===== src/rtl/trap_pkg.sv =====
// Shared types and helpers for the trap arbiter: FSM state encoding,
// the default NMI acknowledge vector and a lowest-index priority encoder.
package trap_pkg;

  typedef enum logic [1:0] {
    IDLE    = 2'd0,
    ARM     = 2'd1,
    ASSERT  = 2'd2,
    TRAPPED = 2'd3
  } state_e;

  localparam logic [15:0] DEFAULT_NMI_VECTOR = 16'h0066;
  localparam int          MAX_SRC            = 32;

  // Index of the lowest set bit; 0 when the vector is empty.
  function automatic logic [4:0] lowest_set(input logic [MAX_SRC-1:0] vec);
    lowest_set = '0;
    for (int i = MAX_SRC - 1; i >= 0; i--) begin
      if (vec[i]) lowest_set = 5'(i);
    end
  endfunction

endpackage


===== src/rtl/trap_arbiter_sync_edge.sv =====
// Multi-stage synchroniser for an active-low Z80 strobe, with a one-clock
// pulse on the synchronised 1->0 transition. Idles high out of reset.
module z80_sync_edge #(
  parameter int STAGES = 2
) (
  input  logic clk,
  input  logic reset_n,
  input  logic async_n_i,
  output logic level_o,
  output logic fall_o
);

  logic [STAGES-1:0] sync_q;
  logic              prev_q;

  always_ff @(posedge clk or negedge reset_n) begin
    if (!reset_n) begin
      sync_q <= '1;
      prev_q <= 1'b1;
    end else begin
      // NOTE: non-blocking assignments let every stage shift from its pre-edge value.
      sync_q <= {sync_q[STAGES-2:0], async_n_i};
      prev_q <= sync_q[STAGES-1];
    end
  end

  assign level_o = sync_q[STAGES-1];
  assign fall_o  = prev_q & ~sync_q[STAGES-1];

endmodule


===== src/rtl/trap_arbiter.sv =====
// Latches prioritised trap requests and injects each one into the Z80 as an
// NMI on an opcode-fetch boundary, holding trap_state until supervisor exit.
module trap_arbiter
  import trap_pkg::*;
#(
  parameter int                N_SRC       = 4,
  parameter int                SYNC_STAGES = 2,
  parameter int                ADDR_W      = 16,
  parameter logic [ADDR_W-1:0] NMI_VECTOR  = ADDR_W'(DEFAULT_NMI_VECTOR),
  parameter int                ACK_TIMEOUT = 255,
  parameter int                CAUSE_W     = (N_SRC > 1) ? $clog2(N_SRC) : 1
) (
  input  logic               clk,
  input  logic               reset_n,
  input  logic [N_SRC-1:0]   trap_req,
  input  logic [N_SRC-1:0]   trap_mask,
  input  logic               virtual_enabled,
  input  logic               defer,
  input  logic               m1_n,
  input  logic               iorq_n,
  input  logic [ADDR_W-1:0]  addr,
  input  logic               trap_exit,
  output logic               nmi_n,
  output logic               trap_state,
  output logic [CAUSE_W-1:0] trap_cause,
  output logic               capture_address,
  output logic [N_SRC-1:0]   pending,
  output logic               ack_timeout
);

  localparam logic [N_SRC-1:0] ONE_HOT0 = N_SRC'(1);

  logic m1_level, m1_fall, iorq_level, iorq_fall;

  z80_sync_edge #(.STAGES(SYNC_STAGES)) u_m1_sync (
    .clk       (clk),
    .reset_n   (reset_n),
    .async_n_i (m1_n),
    .level_o   (m1_level),
    .fall_o    (m1_fall)
  );

  z80_sync_edge #(.STAGES(SYNC_STAGES)) u_iorq_sync (
    .clk       (clk),
    .reset_n   (reset_n),
    .async_n_i (iorq_n),
    .level_o   (iorq_level),
    .fall_o    (iorq_fall)
  );

  logic unused_sync;
  assign unused_sync = &{1'b0, m1_level, iorq_fall};

  state_e             state_q;
  logic [N_SRC-1:0]   req_q;
  logic [N_SRC-1:0]   pending_q, pending_d;
  logic [N_SRC-1:0]   set_vec, clr_vec;
  logic [4:0]         sel;
  logic [7:0]         cnt_q;
  logic               nmi_q, trap_state_q, capture_q, timeout_q;
  logic [CAUSE_W-1:0] cause_q;
  logic               int_ack, fire, nmi_ack;

  // An M1 with IORQ low is an interrupt acknowledge, not an instruction fetch.
  assign int_ack = m1_fall & ~iorq_level;
  assign fire    = (state_q == ARM) & m1_fall & ~int_ack & ~defer
                 & virtual_enabled & (|pending_q);
  assign nmi_ack = m1_fall & (addr == NMI_VECTOR);
  assign sel     = lowest_set(MAX_SRC'(pending_q));
  assign set_vec = trap_req & ~req_q & trap_mask & {N_SRC{virtual_enabled}};
  assign clr_vec = fire ? (ONE_HOT0 << sel) : '0;

  always_comb begin
    // NOTE: pending_d is assigned on every path before use, so no latch is inferred.
    pending_d = (pending_q & ~clr_vec) | set_vec;
    if (!virtual_enabled) pending_d = '0;
  end

  always_ff @(posedge clk or negedge reset_n) begin
    if (!reset_n) begin
      req_q     <= '0;
      pending_q <= '0;
    end else begin
      req_q     <= trap_req;
      pending_q <= pending_d;
    end
  end

  always_ff @(posedge clk or negedge reset_n) begin
    if (!reset_n) begin
      state_q      <= IDLE;
      nmi_q        <= 1'b1;
      trap_state_q <= 1'b0;
      cause_q      <= '0;
      capture_q    <= 1'b0;
      timeout_q    <= 1'b0;
      cnt_q        <= '0;
    end else begin
      capture_q <= 1'b0;
      if (trap_exit) timeout_q <= 1'b0;
      case (state_q)
        IDLE: begin
          if ((|pending_q) && virtual_enabled) state_q <= ARM;
        end
        ARM: begin
          if (pending_q == '0) begin
            state_q <= IDLE;
          end else if (fire) begin
            capture_q    <= 1'b1;
            cause_q      <= CAUSE_W'(sel);
            nmi_q        <= 1'b0;
            trap_state_q <= 1'b1;
            cnt_q        <= 8'(ACK_TIMEOUT);
            state_q      <= ASSERT;
          end
        end
        ASSERT: begin
          // A genuine acknowledge in the final counted cycle still wins over timeout.
          if (nmi_ack) begin
            nmi_q   <= 1'b1;
            state_q <= TRAPPED;
          end else if (cnt_q <= 8'd1) begin
            nmi_q        <= 1'b1;
            timeout_q    <= 1'b1;
            trap_state_q <= 1'b0;
            state_q      <= IDLE;
          end else begin
            cnt_q <= cnt_q - 8'd1;
          end
        end
        TRAPPED: begin
          if (trap_exit) begin
            trap_state_q <= 1'b0;
            state_q      <= IDLE;
          end
        end
        default: state_q <= IDLE;
      endcase
    end
  end

  assign nmi_n           = nmi_q;
  assign trap_state      = trap_state_q;
  assign trap_cause      = cause_q;
  assign capture_address = capture_q;
  assign pending         = pending_q;
  assign ack_timeout     = timeout_q;

endmodule


===== config.mk =====
export PLATFORM = sky130hd
export DESIGN_NAME = trap_arbiter
export DESIGN_NICKNAME = d
export VERILOG_FILES = /design/src/rtl/trap_pkg.sv /design/src/rtl/trap_arbiter_sync_edge.sv /design/src/rtl/trap_arbiter.sv
export SDC_FILE = /design/constraint.sdc
export NUM_CORES = 1
export LEC_CHECK = 0
export BUFFER_PORTS_ARGS = -buffer_cell sky130_fd_sc_hd__buf_2
export CORE_ASPECT_RATIO = 0.6
export CORE_MARGIN = 1.5
export CORE_UTILIZATION = 50
export CTS_CLUSTER_SIZE = 40
export DETAILED_ROUTE_END_ITERATION = 12
export HOLD_SLACK_MARGIN = 0.08
export MAX_ROUTING_LAYER = met4
export PLACE_DENSITY = 0.77
export SYNTH_ARGS = -nofsm -noshare
export SYNTH_HDL_FRONTEND = slang
export SYNTH_HIERARCHICAL = 1
export SYNTH_SLANG_ARGS = --single-unit

===== constraint.sdc =====
create_clock -name clk -period 2 [get_ports clk]
set_input_delay 0.2 -clock clk [delete_from_list [all_inputs] [get_ports clk]]
set_output_delay 0.2 -clock clk [all_outputs]
set_load 0.01 [all_outputs]

======== Word-level counts from Yosys, hierarchy flattened ========
Cells that the tools add are included.
W data, S select, Z words.
storage, ports and cells
  bits in registers ....................... 29
  input bits .............................. 31
  output and inout port bits .............. 10
  logic and storage cells ................. 95
cells by class
  $add $sub $neg .......................... 1
  order comparisons ....................... 1
  equal/unequal tests ..................... 13
  shifts and indexed selects .............. 1
  mux-type cells .......................... 36
  bitwise gates (word level) .............. 20
  reductions and logical operators ........ 11
operators with widths
  cell                   count
  $mux W8                4
  $mux W2                10
  $and A4 B4 Y4          4
  $eq A16 B7 Y1 const B  1
  $mux W1                16
  $pmux W8 S2            1
  $ne A2 B2 Y1 const B   7
  $and A1 B1 Y1          8
  $le A8 B1 Y1 const B   1
  $mux W4                2
  $not A4 Y4             2
  $pmux W2 S4            1
  $reduce_and A4 Y1      2
  $sub A8 B1 Y8 const B  1
  $reduce_and A6 Y1      1
  $not A1 Y1             5
  $reduce_and A5 Y1      1
  $shl A1 B5 Y4 const A  1
  $eq A2 B2 Y1 const B   2
  $logic_not A4 Y1       1
  $or A4 B4 Y4           1
  $reduce_or A4 Y1       1
  $ne A3 B2 Y1 const B   1
  $ne A3 B3 Y1 const B   1
  other kinds (8)        8

======== Depth between registers and ports, before layout ========
Gate-level depths: netlist of run 1.
  depth in word-level cells ............... 13
  mapped depth ............................ 7
  gate-level depth less buffers ........... 6

======== By module ========
The synthesis of run 1 kept the hierarchy.
modules (own cells, without submodules)
  module         instances  cells each  area each (µm²)
  trap_arbiter   1          124         1232.4
  z80_sync_edge  2          4           92.6

======== Worst setup path before layout of run 1 ========
OpenSTA, ideal clock, no wires.
  path kind ............................... register to register
  from .................................... register u_m1_sync.prev_q
  to ...................................... register pending_q[3], in the netlist pending[3]
  arrival time ............................ 1.719 ns
  data required time ...................... 1.869 ns
  slack ................................... 0.150 ns
  cell stages (with the launch flop) ...... 7
  cells stage by stage .................... dfstp_2 -> nor2b_4 -> nand4b_1 -> or4b_4 -> buf_6 -> o41ai_1 -> a21boi_1
on the way
  cells in the longest elaborated chain, start to end .. 12
ends and longest elaborated chain
  element                         RTL line                      text
  start: declaration              trap_arbiter_sync_edge.sv:14  logic prev_q;
  start signal: assignment        trap_arbiter_sync_edge.sv:23  prev_q <= sync_q[STAGES-1];
  $and A1 B1 Y1 (*)               trap_arbiter_sync_edge.sv:28  assign fall_o = prev_q & ~sync_q[STAGES-1];
  named net m1_fall               trap_arbiter.sv:33            logic m1_level, m1_fall, iorq_level, iorq_fall;
  $and A1 B1 Y1                   trap_arbiter.sv:65            assign int_ack = m1_fall & ~iorq_level;
  $not A1 Y1                      trap_arbiter.sv:66            assign fire = (state_q == ARM) & m1_fall & ~int_ack & ~defer
  $and A1 B1 Y1 (*) (2 in a row)  trap_arbiter.sv:66
  $and A1 B1 Y1 (*) (2 in a row)  trap_arbiter.sv:67            & virtual_enabled & (|pending_q);
  $mux W4 (*)                     trap_arbiter.sv:71            assign clr_vec = fire ? (ONE_HOT0 << sel) : '0;
  $not A4 Y4 (*)                  trap_arbiter.sv:75            pending_d = (pending_q & ~clr_vec) | set_vec;
  $and A4 B4 Y4 (*)               trap_arbiter.sv:75
  $or A4 B4 Y4 (*)                trap_arbiter.sv:75
  $mux W4 (*)                     trap_arbiter.sv:76            if (!virtual_enabled) pending_d = '0;
  named net pending_d[3]          trap_arbiter.sv:56            logic [N_SRC-1:0] pending_q, pending_d;
  end signal: assignment          trap_arbiter.sv:85            pending_q <= pending_d;
  end: declaration                trap_arbiter.sv:56
Mark *: on every way through the listed nets, which the timed path passes. The rest lies on a longest branch.
A chain may end at the register's enable or synchronous reset.

======== Final worst setup path of run 1 ========
  from .................................... register u_m1_sync.prev_q
  to ...................................... register cnt_q[1]
on the way
  cells in the longest elaborated chain, start to end .. 9
ends and longest elaborated chain
  element                                 RTL line                      text
  $and A1 B1 Y1 (*)                       trap_arbiter_sync_edge.sv:28
  named net m1_fall                       trap_arbiter.sv:33
  $and A1 B1 Y1                           trap_arbiter.sv:65
  $not A1 Y1                              trap_arbiter.sv:66
  $and A1 B1 Y1 (2 in a row)              trap_arbiter.sv:66
  $and A1 B1 Y1 (2 in a row)              trap_arbiter.sv:67
  $ne A2 B2 Y1 (no source line)           --
  $reduce_and A5 Y1 (no source line) (*)  --
  end signal: assignment                  trap_arbiter.sv:113           cnt_q <= 8'(ACK_TIMEOUT);
  end signal: assignment                  trap_arbiter.sv:128           cnt_q <= cnt_q - 8'd1;
  end: declaration                        trap_arbiter.sv:59            logic [7:0] cnt_q;
Marks and branches as above.

==> run metrics, run 1 <==
Max VDD drop=0.000550 V; sequential share of power=47.4%; crit end category=flip-flop; Hold Slack=0.146 ns; Syn Area/Cell=10.6 um2; Post-Syn Area=1380 um2; starting density of the core=53.9%; post-route clock period utilization=99.0%; area post-placement=1610 um2; CP startpoint kind=flip-flop; CP Max Fanout=8; max_slew headroom=55.4%; Layout Nets=219; fraction of layout cells with a size suffix above 1=34.8%; Pwr Density=961 nW/um2; CP Class=flip-flop to flip-flop; CORE AREA=2560 um2; diode count=0; via count=1,260; Net Switching=503 uW; Starting DRT DRC Count=116; die area=3090 um2; Syn Inst Count=130; Max Clk Rate=505 MHz; Area Overhead vs Synth=32.6%; Die Y=43.7 um; H-tree depth=2; post-route insts no fill=219; Die Width=70.8 um; GRT Total Usage=25.1%; largest net degree at the start of global routing=30; Least-Margin Pin Slew=0.664 ns; global-route wire length before repair=5610 um; clk_skew=0.00481 ns; drt pass-1 iters=4; TritonCTS Sinks=29; Finished Core Util=71.4%; cell leakage power=0.837 nW; CTS Root Cell=clkbuf_8; Post-DP HPWL=2240 um; RSZ-0062 raised after global routing=true; Final setup viols=0; CTS clk-pin slew, worst paths=0.06 ns; Clock Latency Late Sink=0.28 ns; Inst Count DP=200; Overflow after GRT=0; Critical Path AT=2.19 ns; vias in the first global route=1,222; TritonCTS clock tree=yes; drt wl/cell=15.2 um; final setup margin=0.0207 ns; number of routed nets with antenna violations=0; YS warnings=6; Setup TNS=0 ns; overall power=1.76 mW; Sw Ratio=28.7%; port bufs=40; I/O pins=41; routed wire length=3320 um; Logic pwr share=17.1%; Max-cap violations=0; post-synthesis net count=163; status=completed; HP Class=input pin to flip-flop; CTS Buffer Depth=2; Cell Rows=14; TritonCTS buffer count=5; max-slew violation count=0; initial antenna violation count=0; design area=1830 um2; final hold vios=0; min Tclk post-route=1.98 ns; DRC viols=0; pre-CTS setup slack=-0.0261 ns; Critical Path RT=2.21 ns; GP Congestion=0.872; Clock Power Share=35.6%; vias per std cell=5.75; Power Internal=1.25 mW
==> state kept, by name, indices dropped and copies added, names as in the netlist <==
signal / flops
trap_cause: 2
capture_address: 1
req_q: 4
u_m1_sync/sync_q: 2
u_m1_sync/prev_q: 1
state_q: 2
nmi_n: 1
cnt_q: 8
u_iorq_sync/sync_q: 2
trap_state: 1
ack_timeout: 1
pending: 4
==> layer usage <==
metal / vias to the layer above / GRT usage (%) / share of wire, %
li1: 598 / - / -
met1: 611 / 31.8 / 46
met2: 44 / 40.0 / 48
met3: 7 / 6.51 / 5.3
met4: 0 / 7.92 / 1.1
met5: - / - / 0
==> critical path, cell delays in order (launching register included) <==
cell and delay, ns:
dfstp_2 0.52, nor2b_4 0.14, nand4b_1 0.16, or4b_4 0.56
a21bo_4 0.26, nand2b_1 0.12, o311a_1 0.15
==> final cells by class <==
type | count | area (um2)
Fill cell | 189 | 731
Multi-Input combinational cell | 88 | 584
Inverter | 8 | 30.0
Clock buffer | 7 | 86.3
Tap cell | 32 | 40.0
Sequential cell | 29 | 733
Timing Repair Buffer | 54 | 323
Clock inverter | 1 | 30.0
==> final timing paths <==
check	startpoint	endpoint	slack [ns]	cells after the start
worst max-delay path	u_m1_sync/prev_q	cnt_q[1]	0.02	6
worst min-delay path	trap_exit	ack_timeout	0.15	2
worst max register to register	u_m1_sync/prev_q	cnt_q[1]	0.02	6
worst min register to register	u_m1_sync/sync_q[0]	u_m1_sync/sync_q[1]	0.36	0
max in group asynchronous	reset_n	cnt_q[6]	1.10	2
min in group asynchronous	reset_n	req_q[2]	0.49	2
==> placed cells by master (no fill, tap or decap), drive strengths merged, types with 2 or more instances in the layout <==
| cell type | n |
|---|---|
| nand2 | 6 |
| nand4 | 2 |
| buf | 47 |
| nor4 | 2 |
| a21boi | 3 |
| dlygate4sd3 | 7 |
| dfrtp | 23 |
| a21oi | 5 |
| nand3 | 5 |
| a311oi | 3 |
| o31ai | 4 |
| inv | 8 |
| o21ai | 3 |
| nor2b | 2 |
| nor3 | 4 |
| clkbuf | 7 |
| ha | 2 |
| nand4bb | 2 |
| o22ai | 6 |
| nand2b | 4 |
| nand3b | 3 |
| dfstp | 6 |
| a211oi | 4 |
| nor3b | 2 |
| nor2 | 13 |
==> power groups by stage <==
stage | combinational (mW) | sequential, mW | clock (mW)
floorplan | 0.196 | 0.801 | 0
global placement | 0.274 | 0.820 | 0
detailed placement | 0.285 | 0.835 | 0
CTS | 0.300 | 0.825 | 0.631
global route | 0.329 | 0.843 | 0.662
finish | 0.300 | 0.831 | 0.624
==> repair_timing <==
action	CTS	global route
hold endpoints to repair	29	0
setup buffers	3	1
gates resized for setup	0	1
setup endpoints to repair	5	14
hold buffers	7	0
pin swaps	3	4
(Power assumes the default switching activity.)
==> inputs of run 2 (changes only) <==
Settings changed: CORE_ASPECT_RATIO 0.6 to not set, CORE_UTILIZATION 50 to 51, CTS_BUF_LIST set to sky130_fd_sc_hd__clkbuf_8, PLACE_DENSITY 0.77 to 0.79.
==> run 2 against run 1 <==
  * The run now ends with negative setup slack left
  * Setup slack got worse by 0.039 ns
  * Power barely moved
  * Maximum frequency fell by 1.9%
  * Combinational power is essentially flat
  * Die area fell by 2.2%
  * Clock power about the same
  * Design area is 0.34% higher
  * Worst hold slack barely moved
  * Global-route usage is 1.7 points lower
==> run metrics, run 2 (same netlist as run 1, synthesis figures left out) <==
status=complete, but fails checks; failing checks=negative setup slack; clk_skew=0.00382 ns; CP Class=flip-flop to flip-flop; Die Width=55.0 um; DRC viols=0; Largest register FFs=8; via count=1,240; H-tree depth=2; max-slew violation count=0; Overflow after GRT=0; final hold vios=0; GRT Total Usage=23.3%; Post-DP HPWL=2090 um; largest net degree at the start of global routing=30; TritonCTS buffer count=5; Starting DRT DRC Count=44; FF/Latch Area=733 um2; Critical Path RT=2.22 ns; cell leakage power=0.834 nW; fillers=193; sequential share of power=47.1%; I/O pins=41; CTS clk-pin slew, worst paths=0.06 ns; Logic pwr share=17.2%; Least-Margin Pin Slew=0.621 ns; multi-input combinational cell area=597 um2; final setup margin=-0.0186 ns; GP Congestion=0.863; vias in the first global route=1,113; max_slew headroom=58.3%; CTS Buffer Depth=2; Layout Nets=218; Net Switching=503 uW; Cell Rows=18; Final setup viols=1; worst flop-to-flop path endpoint=cnt_q[1]; TritonCTS Sinks=29; Largest Register=cnt_q; Max Clk Rate=495 MHz; RSZ-0062 raised after global routing=true; critical path cell sequence=nor2b_4, nand4b_1, or4b_4, a21bo_4, nand2b_1, o311a_1; Inst Count DP=198; Hold Slack=0.145 ns; number of routed nets with antenna violations=0; commonest cells after routing, fill and taps aside=buf_2, dfrtp_1, nor2_1; Area Overhead vs Synth=33.1%; Clock Power Share=35.7%; die area=3020 um2; CORE AREA=2520 um2; CP bufs+invs=0; Power Internal=1.25 mW; routed wire length=3120 um; Reg2Reg Setup Slack=-0.02 ns; port bufs=40; global-route wire length before repair=4730 um; vias per std cell=5.74; initial antenna violation count=0; diode count=0; R2R Path Start=u_m1_sync/prev_q; crit end category=flip-flop; Max VDD drop=0.000751 V; CP Max Fanout=8; CP startpoint kind=flip-flop; min Tclk post-route=2.02 ns; CP endpoint=cnt_q[1]; Max-cap violations=0; HP Class=input pin to flip-flop; drt wl/cell=14.4 um; most common cell after layout, fill and taps aside=buf_2; worst r2r path cells=6; max incr delay on CP=0.63 ns; Sw Ratio=28.7%; Critical Path AT=2.23 ns; CP delay by family, top=simple AND/OR/NAND/NOR gates; Crit path depth=6; post-route insts no fill=216; starting density of the core=54.6%; Clock Latency Late Sink=0.28 ns; drt pass-1 iters=4; fraction of layout cells with a size suffix above 1=36.0%; crit path max-delay cell type=or4b_4; Die Y=55.0 um; CTS Root Cell=clkbuf_8; Pwr Density=958 nW/um2; pre-CTS setup slack=0.0110 ns; TritonCTS clock tree=yes; post-route clock period utilization=101%; crit path launch=u_m1_sync/prev_q
run 2: cell types whose count changed in the layout (fill, tap and decap cells not counted), sizes merged:
| cell | previous run | this run |
|---|---|---|
| clkinvlp | 0 | 1 |
| clkbuf | 7 | 6 |
| buf | 47 | 46 |
run 2: worst min-delay path by stage:
stage | start | endpoint | slack, ns | cells past startpoint
after floorplan | reset_n | ack_timeout | -0.1 | 0
after global routing | trap_exit | ack_timeout | 0.17 | 2
after detailed placement | reset_n | trap_cause[1] | 0.26 | 1
after CTS | trap_exit | ack_timeout | 0.15 | 2
final | trap_exit | ack_timeout | 0.15 | 2
after global placement | reset_n | req_q[0] | 0.24 | 1
run 2: stage by stage:
step	area, um2	power, mW	TNS (ns)	util (%)
after global placement	1610	1.09	0	63.7
after detailed placement	1610	1.12	0	63.7
final	1830	1.76	-0.0186	72.7
after CTS	1800	1.75	0	71.3
after floorplan	1380	0.997	0	-
after global routing	1830	1.85	-0.372	72.7
run 2: power groups by stage:
stage / Clock, mW / Combinational [mW] / Sequential, mW
3_5_place_dp: 0 / 0.286 / 0.830
6_report: 0.626 / 0.303 / 0.827
5_1_grt: 0.665 / 0.340 / 0.841
3_3_place_gp: 0 / 0.269 / 0.818
2_1_floorplan: 0 / 0.196 / 0.801
4_1_cts: 0.634 / 0.298 / 0.821
run 2: layer usage:
metal  track usage (%)  vias up  share of wire, %
met5                 -        -                 0
met4              10.2        0               1.2
met3              5.91        5               6.7
met2              36.9       50                50
met1              28.3      594                42
li1                  -      591                 -
run 2: timing repair:
item                       4_1_cts  5_1_grt
pin swaps                        0        5
gates resized for setup          1        2
hold buffers                     7        0
hold endpoints to repair        29        0
buffers inserted                 0        3
setup endpoints to repair        1        6
run 2: worst reg2reg max path: stages, from the launching register on:
cell	delay (ns)
dfstp_2	0.52
nor2b_4	0.13
nand4b_1	0.17
or4b_4	0.63
a21bo_4	0.26
nand2b_1	0.12
o311a_1	0.14
run 2: area by class of cell:
type / instances / share of cell area [%]
Inverter: 8 / 1.64
Sequential cell: 29 / 40.0
Timing Repair Buffer: 53 / 17.2
Tap cell: 30 / 2.05
Clock buffer: 6 / 4.51
Multi-Input combinational cell: 88 / 32.6
Clock inverter: 2 / 2.05
==> inputs of run 3 (changes only) <==
Settings changed: MAX_ROUTING_LAYER met4 to not set, PLACE_DENSITY 0.79 to 0.87.
==> run 3 against run 2 <==
  * The flow now finishes without violations
  * Worst hold slack worse by 0.013 ns
  * Setup slack better by 0.067 ns
  * Global-route usage up 1.8 points
  * Via count down 0.73%
  * Design area down 0.21%
  * Register-to-register slack better by 0.07 ns
==> run metrics, run 3 (same netlist as run 1, synthesis figures left out) <==
status=completed; Clock Latency Late Sink=0.28 ns; CP startpoint kind=flip-flop; Largest Register=cnt_q; clk_skew=0.00619 ns; Max Clk Rate=512 MHz; diode count=0; via count=1,231; Critical Path RT=2.21 ns; TritonCTS Sinks=29; Layout Nets=217; CTS Buffer Depth=2; post-route clock period utilization=97.6%; Pwr Density=954 nW/um2; TritonCTS clock tree=yes; TritonCTS buffer count=5; max incr delay on CP=0.56 ns; Net Switching=494 uW; die area=3020 um2; Max-cap violations=0; DRC viols=0; min Tclk post-route=1.95 ns; Starting DRT DRC Count=33; final hold vios=0; Inst Count DP=196; fraction of layout cells with a size suffix above 1=35.7%; Cell Rows=18; RSZ-0062 raised after global routing=true; critical path cell sequence=nor2b_4, nand4b_1, or4b_4, a21bo_4, nand2b_4, o311a_1; CP Max Fanout=8; post-route insts no fill=215; Setup TNS=0 ns; global-route wire length before repair=5240 um; port bufs=40; starting density of the core=54.6%; Die Width=55.0 um; largest net degree at the start of global routing=30; Critical Path AT=2.17 ns; max_slew headroom=56.7%; Largest register FFs=8; Least-Margin Pin Slew=0.645 ns; crit end category=flip-flop; CTS clk-pin slew, worst paths=0.06 ns; Final setup viols=0; Area Overhead vs Synth=32.8%; I/O pins=41; drt pass-1 iters=4; Power Internal=1.25 mW; number of routed nets with antenna violations=0; most common cell after layout, fill and taps aside=buf_2; Sw Ratio=28.3%; Overflow after GRT=0; max-slew violation count=0; Clock Power Share=35.1%; CP delay by family, top=simple AND/OR/NAND/NOR gates; drt wl/cell=14.7 um; GP Congestion=0.763; commonest cells after routing, fill and taps aside=buf_2, dfrtp_1, nor2_1; vias in the first global route=1,223; Logic pwr share=17.6%; vias per std cell=5.73; HP Class=input pin to flip-flop; crit path max-delay cell type=or4b_4; Max VDD drop=0.000795 V; CTS Root Cell=clkbuf_8; CP bufs+invs=0; CORE AREA=2520 um2; routed wire length=3160 um; cell leakage power=0.835 nW; CP Class=flip-flop to flip-flop; Hold Slack=0.132 ns; H-tree depth=2; sequential share of power=47.4%; Post-DP HPWL=2120 um; GRT Total Usage=25.1%; Die Y=55.0 um; initial antenna violation count=0
run 3: layout make-up:
cell class	count	area (um2)
Clock buffer	6	82.6
Clock inverter	2	33.8
Fill cell	171	693
Inverter	8	30.0
Multi-Input combinational cell	88	604
Sequential cell	29	733
Tap cell	30	37.5
Timing Repair Buffer	52	308
run 3: final timing paths:
path / slack [ns] / start / depth (start not counted) / endpoint
worst max-delay path: 0.05 / u_m1_sync/prev_q / 6 / cnt_q[1]
worst min-delay path: 0.13 / trap_exit / 2 / ack_timeout
worst max register to register: 0.05 / u_m1_sync/prev_q / 6 / cnt_q[1]
worst min register to register: 0.36 / u_iorq_sync/sync_q[0] / 0 / u_iorq_sync/sync_q[1]
max in group asynchronous: 1.13 / reset_n / 2 / cnt_q[2]
min in group asynchronous: 0.46 / reset_n / 2 / cnt_q[6]
run 3: stage by stage:
stage	instance area (um2)	utilization [%]	setup WS [ns]	power [mW]
6_report	1830	72.5	0.0480	1.75
5_1_grt	1830	72.5	-0.0607	1.84
4_1_cts	1800	71.4	-0.0220	1.74
3_5_place_dp	1590	63.1	-0.0423	1.12
3_3_place_gp	1590	63.1	0.0863	1.09
2_1_floorplan	1380	-	0.150	0.997
run 3: metal layers:
| layer | GRT usage (%) | share of wire, % | vias up |
|---|---|---|---|
| li1 | - | - | 594 |
| met1 | 27.9 | 43 | 588 |
| met2 | 44.6 | 50 | 42 |
| met3 | 6.99 | 5.4 | 7 |
| met4 | 11.0 | 1.8 | 0 |
| met5 | 0 | 0 | - |
run 3: power groups by stage:
stage / Combinational, mW / Clock (mW) / Sequential [mW]
after floorplan: 0.196 / 0 / 0.801
after global placement: 0.272 / 0 / 0.818
after detailed placement: 0.288 / 0 / 0.830
after CTS: 0.297 / 0.620 / 0.821
after global routing: 0.348 / 0.648 / 0.844
final: 0.307 / 0.612 / 0.827
run 3: repair_timing:
item                                    CTS  global route
cloned                                    0             0
endpoints found under the setup margin    4            12
hold endpoints to repair                 29             0
pin swaps                                 4             2
setup buffers                             2             2
hold buffers                              7             0
gates resized for setup                   1             2
